--- src/rtl/fifo_wr_arbiter_if.sv ---
// Write-side bus of the FIFO arbiter: two requester handshakes plus the FIFO write port.
// Valid/ready: an item transfers on the Clk edge where Valid && Ready; Ready is only offered in IDLE.
interface fifo_wr_arbiter_if #(
    parameter int Data_width = 8
);
    logic                    Req0_Valid;
    logic [Data_width-1:0]   Req0_Data;
    logic                    Req0_Ready;
    logic                    Req1_Valid;
    logic [2*Data_width-1:0] Req1_Data;
    logic                    Req1_Ready;
    logic                    Wfull;
    logic                    Winc;
    logic [Data_width-1:0]   Wrdata;

    modport master (
        output Req0_Valid, Req0_Data, Req1_Valid, Req1_Data, Wfull,
        input  Req0_Ready, Req1_Ready, Winc, Wrdata
    );

    modport slave (
        input  Req0_Valid, Req0_Data, Req1_Valid, Req1_Data, Wfull,
        output Req0_Ready, Req1_Ready, Winc, Wrdata
    );
endinterface

--- src/rtl/fifo_wr_arbiter.sv ---
// Shares the async FIFO write port between a byte requester and a 2-byte word requester.
// Words are written low byte first as an atomic pair; runs in the FIFO write-clock domain.
module fifo_wr_arbiter #(
    parameter int Data_width  = 8,
    parameter int Count_width = 16
) (
    input  logic                   Clk,
    input  logic                   Rst,
    input  logic                   Prio_mode,
    fifo_wr_arbiter_if.slave       bus,
    output logic                   Busy,
    output logic [Count_width-1:0] Wr_count,
    output logic [1:0]             Dbg_state
);
    typedef enum logic [1:0] {
        IDLE  = 2'd0,
        WR_B  = 2'd1,
        WR_LO = 2'd2,
        WR_HI = 2'd3
    } state_t;

    localparam logic [Count_width-1:0] CNT_ONE = {{(Count_width-1){1'b0}}, 1'b1};

    state_t                  state;
    logic [2*Data_width-1:0] hold;
    logic                    last;
    logic                    grant0;
    logic                    grant1;

    // Tie-break: round-robin against the last winner, or Req1 always in priority mode.
    always_comb begin
        grant0 = 1'b0;
        grant1 = 1'b0;
        if (state == IDLE) begin
            if (bus.Req0_Valid && bus.Req1_Valid) begin
                if (Prio_mode || !last) grant1 = 1'b1;
                else                    grant0 = 1'b1;
            end else if (bus.Req0_Valid) begin
                grant0 = 1'b1;
            end else if (bus.Req1_Valid) begin
                grant1 = 1'b1;
            end
        end
    end

    assign bus.Req0_Ready = grant0;
    assign bus.Req1_Ready = grant1;
    assign bus.Winc       = (state != IDLE) && !bus.Wfull;
    assign Busy           = (state != IDLE);
    assign Dbg_state      = state;

    always_comb begin
        case (state)
            WR_B, WR_LO: bus.Wrdata = hold[Data_width-1:0];
            WR_HI:       bus.Wrdata = hold[2*Data_width-1:Data_width];
            default:     bus.Wrdata = '0;
        endcase
    end

    always_ff @(posedge Clk or negedge Rst) begin
        if (!Rst) begin
            state    <= IDLE;
            hold     <= '0;
            last     <= 1'b1;
            Wr_count <= '0;
        end else begin
            if (bus.Winc) Wr_count <= Wr_count + CNT_ONE;
            case (state)
                IDLE: begin
                    if (grant0) begin
                        hold  <= {{Data_width{1'b0}}, bus.Req0_Data};
                        last  <= 1'b0;
                        state <= WR_B;
                    end else if (grant1) begin
                        hold  <= bus.Req1_Data;
                        last  <= 1'b1;
                        state <= WR_LO;
                    end
                end
                // Advance only on an issued write, so Wfull stalls hold state and data.
                WR_B:    if (bus.Winc) state <= IDLE;
                WR_LO:   if (bus.Winc) state <= WR_HI;
                WR_HI:   if (bus.Winc) state <= IDLE;
                default: state <= IDLE;
            endcase
        end
    end
endmodule

--- src/flat_wrapper.sv ---
// flat-port wrapper written by rule: the top's interface ports become plain ports
module fifo_wr_arbiter_flat 
#(
    parameter int Data_width  = 8,
    parameter int Count_width = 16
)
  (Clk, Rst, Prio_mode, Busy, Wr_count, Dbg_state, bus_Req0_Valid, bus_Req0_Data, bus_Req1_Valid, bus_Req1_Data, bus_Wfull, bus_Req0_Ready, bus_Req1_Ready, bus_Winc, bus_Wrdata);
  fifo_wr_arbiter_if #(.Data_width(Data_width)) bus_i ();
  input  logic Clk;
  input  logic Rst;
  input  logic Prio_mode;
  output logic Busy;
  output logic [Count_width-1:0] Wr_count;
  output logic [1:0] Dbg_state;
  input wire logic [$bits(bus_i.Req0_Valid)-1:0] bus_Req0_Valid;
  input wire logic [$bits(bus_i.Req0_Data)-1:0] bus_Req0_Data;
  input wire logic [$bits(bus_i.Req1_Valid)-1:0] bus_Req1_Valid;
  input wire logic [$bits(bus_i.Req1_Data)-1:0] bus_Req1_Data;
  input wire logic [$bits(bus_i.Wfull)-1:0] bus_Wfull;
  output wire logic [$bits(bus_i.Req0_Ready)-1:0] bus_Req0_Ready;
  output wire logic [$bits(bus_i.Req1_Ready)-1:0] bus_Req1_Ready;
  output wire logic [$bits(bus_i.Winc)-1:0] bus_Winc;
  output wire logic [$bits(bus_i.Wrdata)-1:0] bus_Wrdata;
  assign bus_i.Req0_Valid = bus_Req0_Valid;
  assign bus_i.Req0_Data = bus_Req0_Data;
  assign bus_i.Req1_Valid = bus_Req1_Valid;
  assign bus_i.Req1_Data = bus_Req1_Data;
  assign bus_i.Wfull = bus_Wfull;
  assign bus_Req0_Ready = bus_i.Req0_Ready;
  assign bus_Req1_Ready = bus_i.Req1_Ready;
  assign bus_Winc = bus_i.Winc;
  assign bus_Wrdata = bus_i.Wrdata;
  fifo_wr_arbiter #(.Data_width(Data_width), .Count_width(Count_width)) u_core (.Clk(Clk), .Rst(Rst), .Prio_mode(Prio_mode), .bus(bus_i), .Busy(Busy), .Wr_count(Wr_count), .Dbg_state(Dbg_state));
endmodule
--- config.mk ---
export PLATFORM = sky130hd
export DESIGN_NAME = fifo_wr_arbiter_flat
export DESIGN_NICKNAME = d
export VERILOG_FILES = /design/src/rtl/fifo_wr_arbiter_if.sv /design/src/rtl/fifo_wr_arbiter.sv /design/src/flat_wrapper.sv
export SDC_FILE = /design/constraint.sdc
export NUM_CORES = 1
export LEC_CHECK = 0
export BUFFER_PORTS_ARGS = -buffer_cell sky130_fd_sc_hd__buf_2
export CORE_MARGIN = 2
export CORE_UTILIZATION = 40
export CTS_BUF_LIST = sky130_fd_sc_hd__clkbuf_8 sky130_fd_sc_hd__clkbuf_16
export DETAILED_ROUTE_END_ITERATION = 16
export PLACE_DENSITY = 0.72
export SETUP_SLACK_MARGIN = 0.2
export SLEW_MARGIN = 20
export SYNTH_ARGS = -nofsm -noshare
export SYNTH_HDL_FRONTEND = slang
export SYNTH_SLANG_ARGS = --single-unit
--- constraint.sdc ---
create_clock -name Clk -period 1.5 [get_ports Clk]
set_input_delay 0.3 -clock Clk [delete_from_list [all_inputs] [get_ports Clk]]
set_output_delay 0.3 -clock Clk [all_outputs]
set_load 0.05 [all_outputs]
Word-level counts from Yosys, hierarchy flattened
Cells that the tools add are included.
- flip-flop bits (word level): 35
- latch bits: 0
- memory bits (writable): 0
- bits in read-only memories: 0
- input port bits: 30
- output and inout bits: 30
- word-level logic and storage cells: 42
- memories: 0
- $add $sub $neg: 1
- multipliers: 0
- div/mod/pow operators: 0
- order comparisons: 0
- eq/ne operators: 6
- shift-type cells: 0
- muxes and demuxes: 19
- bitwise gates (word level): 0
- reduce and logical (&&, ||, !) cells: 12
- operator list (kind ; count):
    2-to-1 mux 16 bit ; 2
    adder 16 x 1 -> 16 bit (second input constant) ; 1
    one-hot mux 8 bit (2 select lines) ; 1
    2-to-1 mux 1 bit ; 11
    2-to-1 mux 2 bit ; 4
    one-hot mux 2 bit (3 select lines) ; 1
    == test 2 bit (second input constant) ; 2
    nonzero test 2 bit ; 2
    OR reduction 2 bit ; 2
    inequality test 3 bit (second input constant) ; 1
    AND reduction 3 bit ; 1
    == test 2 x 1 -> 1 bit (second input constant) ; 1
    logical AND 1 bit ; 2
    zero test 1 bit ; 2
    zero test 2 bit ; 1
    inequality test 2 x 1 -> 1 bit (second input constant) ; 1
    inequality test 2 bit (second input constant) ; 1
    AND reduction 2 bit ; 1
    logical OR 1 bit ; 1

Longest topological paths before layout
- word-level depth: 8
- mapped depth: 8
- gate-level depth less buffers: 6

Worst setup path after synthesis
OpenSTA, ideal clock, no wires.
- kind: register to output
- start point: register u_core.state[0] (netlist: u_core.Dbg_state[0])
- end point: output bus_Wrdata[0]
- arrival: 2.081 ns
- data required time: 1.200 ns
- setup slack: -0.881 ns
- stages on the path, launching flop included: 6
- path buffers: 1
- cell sequence: dfrtp_1 -> inv_1 -> ha_1 -> clkbuf_1 -> a22oi_1 -> nor2_1
- word-level cells in the longest chain between the ends: 3
- elaborated cells between the ends (all ways): 5
- classes of those cells: eq/ne: 3; mux: 1; reduce/logical: 1
- RTL lines (item ; RTL line ; source):
    start: declaration ; fifo_wr_arbiter.sv:24 ; state_t state;
    start signal: assignment ; fifo_wr_arbiter.sv:62 ; state <= IDLE;
    start signal: assignment ; fifo_wr_arbiter.sv:73 ; state <= WR_B;
    start signal: assignment ; fifo_wr_arbiter.sv:77 ; state <= WR_LO;
    == test 2 x 1 -> 1 bit or == test 2 bit (tied branches) ; fifo_wr_arbiter.sv:53 ; case (state)
    OR reduction 2 bit ; fifo_wr_arbiter.sv:53 ;
    one-hot mux 8 bit (2 select lines) (*) ; fifo_wr_arbiter.sv:53 ;
    end: declaration ; flat_wrapper.sv:23 ; output wire logic [$bits(bus_i.Wrdata)-1:0] bus_Wrdata;
Mark *: on every way between the ends. The rest lies on a longest branch, timed or not.

Final worst setup path
- start point: register u_core.state[1] (netlist: u_core.Dbg_state[1])
- end point: output bus_Wrdata[3]
The elaborated chain is that of the path after synthesis.

==> run_results.csv <==
group,metric,value,unit
cells_and_area,post-route-cell-area,3390,um^2
sta,slew_viol_final,0,
job,cap_violations,0,
global_routing,overflow,0,
cells_and_area,regArea,887,um^2
synthesis,syn-num-nets,219,
die,fp.dieArea,4950,um^2
cts,clkLatencyLatePin,290,ps
sta,min_period_over_period,1.22,
setup_path,cp_cell_sequence,"ha_4 -> buf_12 -> a22oi_2 -> nor2_4 -> buf_6",
routing,drtAntennaViolNets,0,
cells_and_area,multiInputGateArea,1270,um^2
setup_path,crit_fanout,8,
routing,viasPerCell,5.26,
cts,cts_tree,"built",
sta,max_slew.worst_pin.slew,415,ps
cells_and_area,syn_to_final_growth,92.5,%
global_routing,grt_pass1_wl,8540,um
die,chipHeight,70.4,um
cells_and_area,num-fill-cells,220,
synthesis,yosys_warnings,0,
place,dpl-instance-area,2440,um^2
place,gp_congestion,0.797,
place,io_buffer_count,59,
outcome,status,"complete, but fails checks",
setup_path,crit_arrival,1530,ps
sta,fin_ws,-333,ps
routing,vias,1779,
global_routing,grt_max_degree,20,
synthesis,synthCells,183,
routing,drtPass1Iterations,5,
cells_and_area,drive_above_1_share,0.703,
cells_and_area,final_core_util,0.790,
sta,fmax,0.545,GHz
cts,cts-htree-levels,2,
min_path,min_path_type,"in -> reg",
setup_path,crit_slowest_cell,"dfrtp_2",
min_path,holdPathEnd,"u_core.hold[10]",
cts,cts.sinks,35,
place,hpwl,3100,um
setup_path,critPathLaunch,"u_core.Dbg_state[1]",
global_routing,grt.total_usage,0.220,
cts,clock_tree.buffer_depth,2,
cells_and_area,diodes,0,
cts,cts_made_buffers,5,
routing,drt_iter0_drc,144,
die,die_w,70.4,um
sta,final-setup-viol-count,47,
sta,grt_setup_unrepaired,"true",
cells_and_area,nets,321,
setup_path,max_stage_delay,470,ps
die,rows,24,
cts,cts_root_buf,"clkbuf_8",
routing,routed_wl,5930,um
setup_path,crit_required,1200,ps
die,core,4290,um^2
sta,skew,7.47,ps
die,io_pins,60,
routing,wire_per_inst,17.5,um
setup_path,path_buf_inv,2,
die,initial_core_util,0.410,
sta,hold_viol_final,0,
setup_path,reg2regPathDepth,8,
setup_path,worstSetupPathType,"reg -> out",
pwr,p_per_area,2230,nW/um^2
setup_path,worst_setup_path_start_kind,"flip-flop",
setup_path,crit_family,"flip-flops",
min_path,min-delay-start,"bus_Req1_Data[10]",
setup_path,r2r_setup_slack,-290,ps
min_path,whs_path_depth,3,
cts,path_clk_slew,80,ps
sta,min_period,1830,ps
routing,drc,0,
outcome,violations,"setup timing",
synthesis,synth.avg_cell_area,9.63,um^2
synthesis,synth-seq-cells,35,
sta,slew_headroom,0.723,
synthesis,ys_seq_area_frac,0.498,
global_routing,antenna_found_initial,0,
global_routing,grt_pass1_vias,1782,
synthesis,synth_area,1760,um^2
pwr,peakVddDrop,1.40,mV
setup_path,end_kind,"output port",
pwr,power.leakage,1.58,nW
setup_path,r2r_start,"u_core.Dbg_state[1]",
synthesis,synth.distinct_cells,27,
setup_path,worstReg2RegEnd,"u_core.Wr_count[7]",
cell usage in the layout (no fill, tap or decap), drive strengths merged:
cell type	instances
a21o	1
a22oi	8
a31oi	9
and3	2
and4	3
buf	98
clkbuf	10
clkinv	1
clkinvlp	3
dfrtp	34
dfstp	1
dlygate4sd3	1
ha	6
inv	5
mux2	2
mux2i	1
nand2	40
nand2b	1
nand3	12
nand3b	1
nand4	4
nand4bb	1
nor2	22
nor3	3
o21ai	2
xnor2	11
xor2	4
cell families (layout without fill, tap and decap cells):
family | count (synthesis) | after routing | synth area share
compound gates | 20 | 20 | 0.0760
xor+xnor | 15 | 15 | 0.0746
fa+ha+maj | 6 | 6 | 0.0426
buf+inv | 15 | 118 | 0.0391
flops | 35 | 35 | 0.498
mux | 3 | 3 | 0.0185
simple gates | 89 | 89 | 0.251
worst max-delay path by stage:
stage / to / slack [ps] / cells past startpoint
final: bus_Wrdata[3] / -330 / 5
after CTS: bus_Wrdata[2] / -300 / 5
after global routing: bus_Wrdata[0] / -370 / 5
after global placement: bus_Wrdata[0] / -130 / 5
after detailed placement: u_core.Dbg_state[0] / -180 / 5
after floorplan: u_core.Dbg_state[0] / -420 / 6
Yosys cell counts:
| cell | n | share of area |
|---|---|---|
| a21o_1 | 1 | 0.0043 |
| a22oi_1 | 8 | 0.034 |
| a31oi_1 | 9 | 0.032 |
| and3_1 | 2 | 0.0071 |
| and4_1 | 3 | 0.015 |
| buf_2 | 4 | 0.011 |
| buf_4 | 2 | 0.0085 |
| clkbuf_1 | 3 | 0.0064 |
| dfrtp_1 | 34 | 0.48 |
| dfstp_2 | 1 | 0.015 |
| ha_1 | 6 | 0.043 |
| inv_1 | 6 | 0.013 |
| mux2_2 | 2 | 0.013 |
| mux2i_1 | 1 | 0.0057 |
| nand2_1 | 40 | 0.085 |
| nand2b_1 | 1 | 0.0036 |
| nand3_1 | 12 | 0.034 |
| nand3b_1 | 1 | 0.0043 |
| nand4_1 | 4 | 0.014 |
| nand4bb_4 | 1 | 0.016 |
| nor2_1 | 21 | 0.045 |
| nor2_4 | 1 | 0.0064 |
| nor3_1 | 1 | 0.0028 |
| nor3_4 | 2 | 0.018 |
| o21ai_0 | 2 | 0.0057 |
| xnor2_1 | 11 | 0.055 |
| xor2_1 | 4 | 0.020 |
flip-flops by register name (all words and copies together), names as in the netlist:
signal            cells
u_core.Dbg_state      2
u_core.Wr_count      16
u_core.hold          16
u_core.last           1
layout make-up:
type / count / share of cell area
clock buffers: 5 / 0.0203
clock inverters: 3 / 0.00590
inverters: 6 / 0.00922
multi-input cells: 133 / 0.375
flip-flops and latches: 35 / 0.262
well taps: 52 / 0.0192
repair buffers: 104 / 0.309
power by group:
part	switching [mW]	internal, mW
clock network	0.372	0.323
logic	2.81	2.42
registers	0.361	1.26
what timing repair did:
action / in CTS / in global routing
gates cloned: 4 / 0
gates resized for setup: 79 / 68
hold endpoints to repair: 16 / 0
hold buffers: 1 / 0
endpoints found under the setup margin: 52 / 58
pin swaps: 40 / 28
buffers inserted: 13 / 11
worst register-to-register path: stages (launching register included):
cell and delay (ps):
dfrtp_2 450, inv_4 70, ha_4 200, buf_6 120
nand4bb_4 260, buf_6 180, nor2_4 100, and4_1 200
xor2_1 140
layer usage:
metal	global-route usage	up-vias	wire [um]
met5	0	-	0
met4	0.0641	0	164
met3	0.0433	15	245
met2	0.375	57	3130
met1	0.282	886	2380
li1	-	821	-
stage by stage:
step	hold WS [ps]	setup slack (ps)	std cells	TNS (ps)	power (mW)
finish	209	-333	338	-10020	7.56
global route	215	-374	338	-12260	7.89
CTS	208	-295	327	-7030	6.72
detailed placement	258	-182	301	-1700	5.05
global placement	255	-132	301	-1100	4.99
floorplan	4.41	-416	183	-4970	4.19
Power figures use the tool's default switching activity.
